$ cat src/rtl/fetch_pc_unit.sv
// PC register and instruction-fetch stage: fetches over req/ack, holds one instruction,
// and loads the resolved next PC (jump > branch > pc+4) when downstream consumes.
module fetch_pc_unit #(
  parameter logic [31:0] RESET_PC = 32'h0000_0000
) (
  input  logic        clk,
  input  logic        reset,
  output logic        imem_req,
  output logic [31:0] imem_addr,
  input  logic        imem_ack,
  input  logic [31:0] imem_rdata,
  output logic        instr_valid,
  input  logic        instr_ready,
  output logic [31:0] instr,
  output logic [31:0] instr_pc,
  output logic [31:0] pc_plus4,
  input  logic        take_branch,
  input  logic [31:0] branch_target,
  input  logic        take_jump,
  input  logic [31:0] jump_target,
  output logic        misalign_err,
  output logic [31:0] retired_count
);

  typedef enum logic [1:0] {IDLE, FETCH, HOLD} state_t;

  state_t      state;
  logic [31:0] pc;
  logic [31:0] sel_target;
  logic        ack_take;
  logic        consume;

  assign imem_addr = pc;
  assign ack_take  = (state == FETCH) && imem_ack;
  assign consume   = (state == HOLD) && instr_ready;

  always_comb begin
    sel_target = pc_plus4;
    if (take_jump)
      sel_target = jump_target;
    else if (take_branch)
      sel_target = branch_target;
  end

  // imem_req and instr_valid are registered alongside state so no input reaches them combinationally.
  always_ff @(posedge clk or posedge reset) begin
    if (reset) begin
      state         <= IDLE;
      pc            <= RESET_PC;
      imem_req      <= 1'b0;
      instr_valid   <= 1'b0;
      instr         <= 32'h0;
      instr_pc      <= 32'h0;
      pc_plus4      <= 32'h0;
      misalign_err  <= 1'b0;
      retired_count <= 32'h0;
    end else begin
      case (state)
        IDLE: begin
          state    <= FETCH;
          imem_req <= 1'b1;
        end
        FETCH: begin
          if (ack_take) begin
            instr       <= imem_rdata;
            instr_pc    <= pc;
            pc_plus4    <= pc + 32'd4;
            imem_req    <= 1'b0;
            instr_valid <= 1'b1;
            state       <= HOLD;
          end
        end
        HOLD: begin
          if (consume) begin
            // Misaligned targets are truncated to a word boundary and flagged stickily.
            pc            <= {sel_target[31:2], 2'b00};
            retired_count <= retired_count + 32'd1;
            if (sel_target[1:0] != 2'b00)
              misalign_err <= 1'b1;
            instr_valid   <= 1'b0;
            imem_req      <= 1'b1;
            state         <= FETCH;
          end
        end
        default: begin
          state       <= IDLE;
          imem_req    <= 1'b0;
          instr_valid <= 1'b0;
        end
      endcase
    end
  end

endmodule
$ cat config.mk
export PLATFORM = sky130hd
export DESIGN_NAME = fetch_pc_unit
export DESIGN_NICKNAME = d
export VERILOG_FILES = /design/src/rtl/fetch_pc_unit.sv
export SDC_FILE = /design/constraint.sdc
export NUM_CORES = 1
export LEC_CHECK = 0
export ABC_AREA = 1
export CORE_AREA = 2 2 103 179
export CTS_CLUSTER_DIAMETER = 150
export DETAILED_ROUTE_END_ITERATION = 10
export DIE_AREA = 0 0 105 181
export PLACE_DENSITY = 0.79
export SLEW_MARGIN = 10
export SYNTH_ARGS = -nofsm -noshare
export SYNTH_HDL_FRONTEND = slang
export SYNTH_SLANG_ARGS = --single-unit
$ cat constraint.sdc
create_clock -name clk -period 6.6 [get_ports clk]
set_clock_uncertainty 0.2 [all_clocks]
set_input_delay 1.32 -clock clk [delete_from_list [all_inputs] [get_ports clk]]
set_output_delay 1.32 -clock clk [all_outputs]
set_load 0.005 [all_outputs]
* Word level (Yosys, flattened, before mapping)
Index checks and enable logic that the tools add are counted.
** Word-level totals
- Register bits after elaboration :: 161
- Bits of input ports :: 102
- Output and inout bits :: 163
- Logic and storage cells :: 36
** Operators by class
- $add $sub $neg :: 2
- Equal/unequal tests :: 4
- Muxes and demuxes :: 11
- Bitwise gates (word level) :: 1
- Reductions and logical operators :: 9
** Operators by type and width (number)
- 32-bit two-way mux :: 2
- 32-bit by 1-bit adder with 32-bit output (second input constant) :: 1
- 32-bit by 3-bit adder with 32-bit output (second input constant) :: 1
- 1-bit one-hot mux with 3 select lines :: 2
- 2-bit one-hot mux with 3 select lines :: 1
- 2-bit AND reduction :: 3
- 3-bit AND reduction :: 2
- 1-bit two-way mux :: 4
- 2-bit two-way mux :: 2
- 2-bit != test (second input constant) :: 2
- 2-bit by 1-bit == test with 1-bit output (second input constant) :: 1
- 2-bit == test (second input constant) :: 1
- 1-bit logical AND :: 2
- 2-bit zero test :: 1
- 2-bit nonzero test :: 1
- 1-bit inverter :: 1

* Depth between registers and ports, before layout
- Word-level depth :: 4
- Depth in mapped cells :: 9
- Depth with buffers taken out :: 9

* Worst setup path before layout
Ideal clock, no wire load.
- Kind :: input to register
- From :: input port imem_ack
- To :: register pc_plus4[17]
- Setup time :: 0.133 ns
- Arrival :: 2.031 ns
- Required time :: 6.267 ns
- Path slack :: 4.236 ns
- Stages :: 7
- Buffers on the path :: 2
- Cells stage by stage :: nand2_1 -> nor2_4 -> inv_2 -> buf_2 -> buf_2 -> nand2_1 -> o211ai_1
** On the way
- Word-level cells in the longest chain between the ends :: 2
** Ends and longest elaborated chain
- from (decl) :: RTL line 10 : input logic imem_ack,
- 1-bit logical AND :: RTL line 34 : assign ack_take = (state == FETCH) && imem_ack;
- 2-bit AND reduction (no source line)
- to (signal assigned) :: RTL line 67 : pc_plus4 <= pc + 32'd4;
- to (decl) :: RTL line 16 : output logic [31:0] pc_plus4,
No other way between the ends.
A chain may end at the register's enable or synchronous reset.

* Final worst setup path
- From :: input port imem_ack
- To :: register pc_plus4[31]
The elaborated chain is that of the path after synthesis.

==> impl_metrics.toml <==
[sta]
worst_pin_slew_ns = 1.115
max_clock_freq_mhz = 282.3
max_slew_violation_count = 0
post-route-period-util_pct = 53.68
layout_min_cycle_time_ns = 3.543
max-slew-margin-rel_pct = 25.59
timing.setup.tns_ns = 0
setup_violations = 0
hold_slack_ns = 0.2676
grt_setup_unrepaired = "no"
report.final.hold_viol_count = 0
setup_ws_ns = 3.057

[critical_path]
worst_path_largest_cell_delay_ns = 0.69
timing.critical_path.from_type = "primary input"
path_class = "primary input to flip-flop"
critPathCaptureType = "flip-flop"
cp.depth = 8
crit_path_cell_trace = "clkdlybuf4s50_1 -> nand2_1 -> nor2_4 -> clkinv_2 -> buf_4 -> nor2_1 -> nand3_1 -> nand3_1"
crit_path_max_fanout = 68
worst_endpoint_required_time_ns = 6.76
path_common_cell = "sky130_fd_sc_hd__nand3_1"
timing.critical_path.buf_inv = 3
worst_path_max_delay_cell = "sky130_fd_sc_hd__clkinv_2"
critPathTopFamily = "buffers and inverters"
critical_path_data_arrival_time_ns = 3.71
r2r.worst_path.cells = 6

[synth]
synthCells = 1028
ys_dominant_reg_cell = "sky130_fd_sc_hd__dfrtp_1"
post_synth_main_area_contributors = "sky130_fd_sc_hd__dfrtp_1, sky130_fd_sc_hd__nand2_1, sky130_fd_sc_hd__nand3_1"
synth-warning-count = 0
ys_seq_area_share_pct = 50.02
synth_async_sr_flop_share_pct = 100.0
synth.top_cell.area_share_pct = 50.02
synth_top_cell_by_area = "sky130_fd_sc_hd__dfrtp_1"
syn_area_um2 = 7905
postSynthRegisterBits = 158
postSynthAreaPerCell_um2 = 7.690
synth_commonest_cells = "sky130_fd_sc_hd__nand2_1, sky130_fd_sc_hd__dfrtp_1, sky130_fd_sc_hd__nor2_1"
synth_edf_count = 0
post-synth-top-count-cell = "sky130_fd_sc_hd__nand2_1"
netlist-cell-type-count = 35

[drt]
antenna_violating_nets_post_route = 0
detail_route.wl_per_cell_um = 16.69
avgViaCountPerCell = 5.121
route.detailed.drc = 0
detailedRoute.firstIterationViolations = 388
postRouteWirelength_mm = 25.26
firstDrtPassIters = 5
vias_post_dr = 7748

[clock_network]
cts_clk_pin_slew_worst_paths_ns = 0.07
cts_buffers = 17
cts.root.buffer_cell = "sky130_fd_sc_hd__clkbuf_16"
htree_levels = 4
cts_tree = "yes"
cts-root-to-sink-buffers = 2
cts.sink_count = 158
insertion_delay_ns = 0.43
cts-resized-gates = 0
postCtsSetupBuffers = 0
holdBufCountCts = 0

[place]
dp_hpwl_mm = 18.22
place.port_buffers = 258
postPlaceCellArea_um2 = 10590
place.gp.congestion = 0.9141
place_worst_setup_slack_ns = 2.681
numPlacedInstances = 1481

[min_path]
hold_class = "flip-flop to flip-flop"
hold_path_depth = 2

[global_route]
grt_pass1_wl_mm = 39.56
grt_antenna_before_repair = 0
grt_util_all_layers_pct = 26.62
first_global_vias = 7586
pin_count_of_the_biggest_net_entering_global_routing = 117
grt-ovfl-total = 0

[power_and_ir_drop]
pwr_density_cell_nw_per_um2 = 398.1
power_leakage_nw = 4.996
post-layout-total-power_mw = 4.447
vdd.ir_drop.worst_uv = 347.6

[final_layout]
end_of_flow_core_utilization_pct = 63.99
syn_to_final_growth_pct = 41.31
final_net_count = 1373
final_cell_area_um2 = 11170
drive_above_1_share_pct = 4.524
n_antenna_cell = 0
post_layout_nonfiller_instances = 1513

[status]
run_status = "complete, no violations"

[die]
placeableCoreArea_um2 = 17460
initial_core_util_pct = 45.28
die_x_um = 105
num_io_pins = 265
placementRows = 64
design.die.area_um2 = 19010
die-height_um = 181

[job]
timing.max_cap.violations = 0
==> placed cells by master (no fill, tap or decap), types with 10 or more instances in the layout <==
cell type                         count
sky130_fd_sc_hd__o21ai_0             50
sky130_fd_sc_hd__xnor2_1             10
sky130_fd_sc_hd__dfrtp_1            158
sky130_fd_sc_hd__nor2_1             116
sky130_fd_sc_hd__clkdlybuf4s50_1    258
sky130_fd_sc_hd__nand3_1             88
sky130_fd_sc_hd__o211ai_1            37
sky130_fd_sc_hd__inv_1               80
sky130_fd_sc_hd__clkbuf_16           17
sky130_fd_sc_hd__nand2_1            372
sky130_fd_sc_hd__nand4_1             13
==> path summary, 6_finish.rpt <==
path / start / end / slack (ns)
max: imem_ack / pc_plus4[31] / 3.06
min: misalign_err / misalign_err / 0.27
max reg2reg: state[1] / pc_plus4[31] / 3.95
min reg2reg: misalign_err / misalign_err / 0.27
max in group asynchronous: reset / retired_count[3] / 3.63
min in group asynchronous: reset / instr[26] / 1.32
==> worst reg2reg max path, stage by stage (launching register included) <==
cell and delay, ns:
sky130_fd_sc_hd__dfrtp_1 0.50, sky130_fd_sc_hd__nor2_4 0.17, sky130_fd_sc_hd__clkinv_2 0.69, sky130_fd_sc_hd__buf_4 0.59, sky130_fd_sc_hd__nor2_1 0.23, sky130_fd_sc_hd__nand3_1 0.11, sky130_fd_sc_hd__nand3_1 0.11
==> registers in the layout, summed over array words and instances, names as in the netlist <==
signal and flops:
imem_addr 30, instr_pc 30, retired_count 32, state 2
misalign_err 1, pc_plus4 30, instr_valid 1, instr 32
==> metal layers <==
metal  up-vias  part of all wire, %  GRT usage [%]
met2       308                   53          48.57
met3        70                  5.8          6.061
met5         -                    0              0
li1       3756                    -              -
met1      3614                   37          28.30
met4         0                  4.3          13.49
==> kinds of logic after synthesis <==
| logic type | Yosys count | synth area share [%] |
|---|---|---|
| buf+inv | 131 | 7.170 |
| fa+ha+maj | 2 | 0.3165 |
| flops | 158 | 50.02 |
| simple gates | 617 | 32.75 |
| xor+xnor | 17 | 1.883 |
| compound gates | 102 | 7.819 |
| other cells | 1 | 0.04744 |
==> cell type report <==
type / count / area (um2)
clock buffer: 17 / 425.4
clock inverter: 15 / 153.9
fill: 1510 / 6286
inverter: 85 / 325.3
multi-input combinational: 744 / 3403
sequential: 158 / 3954
tap: 231 / 289.0
timing repair buffer: 263 / 2620
==> report_power, final <==
part / internal [mW] / total (mW) / switching [mW]
combinational: 0.945 / 1.72 / 0.779
clock: 0.534 / 0.984 / 0.450
sequential: 1.35 / 1.74 / 0.385
(Power assumes the default switching activity.)
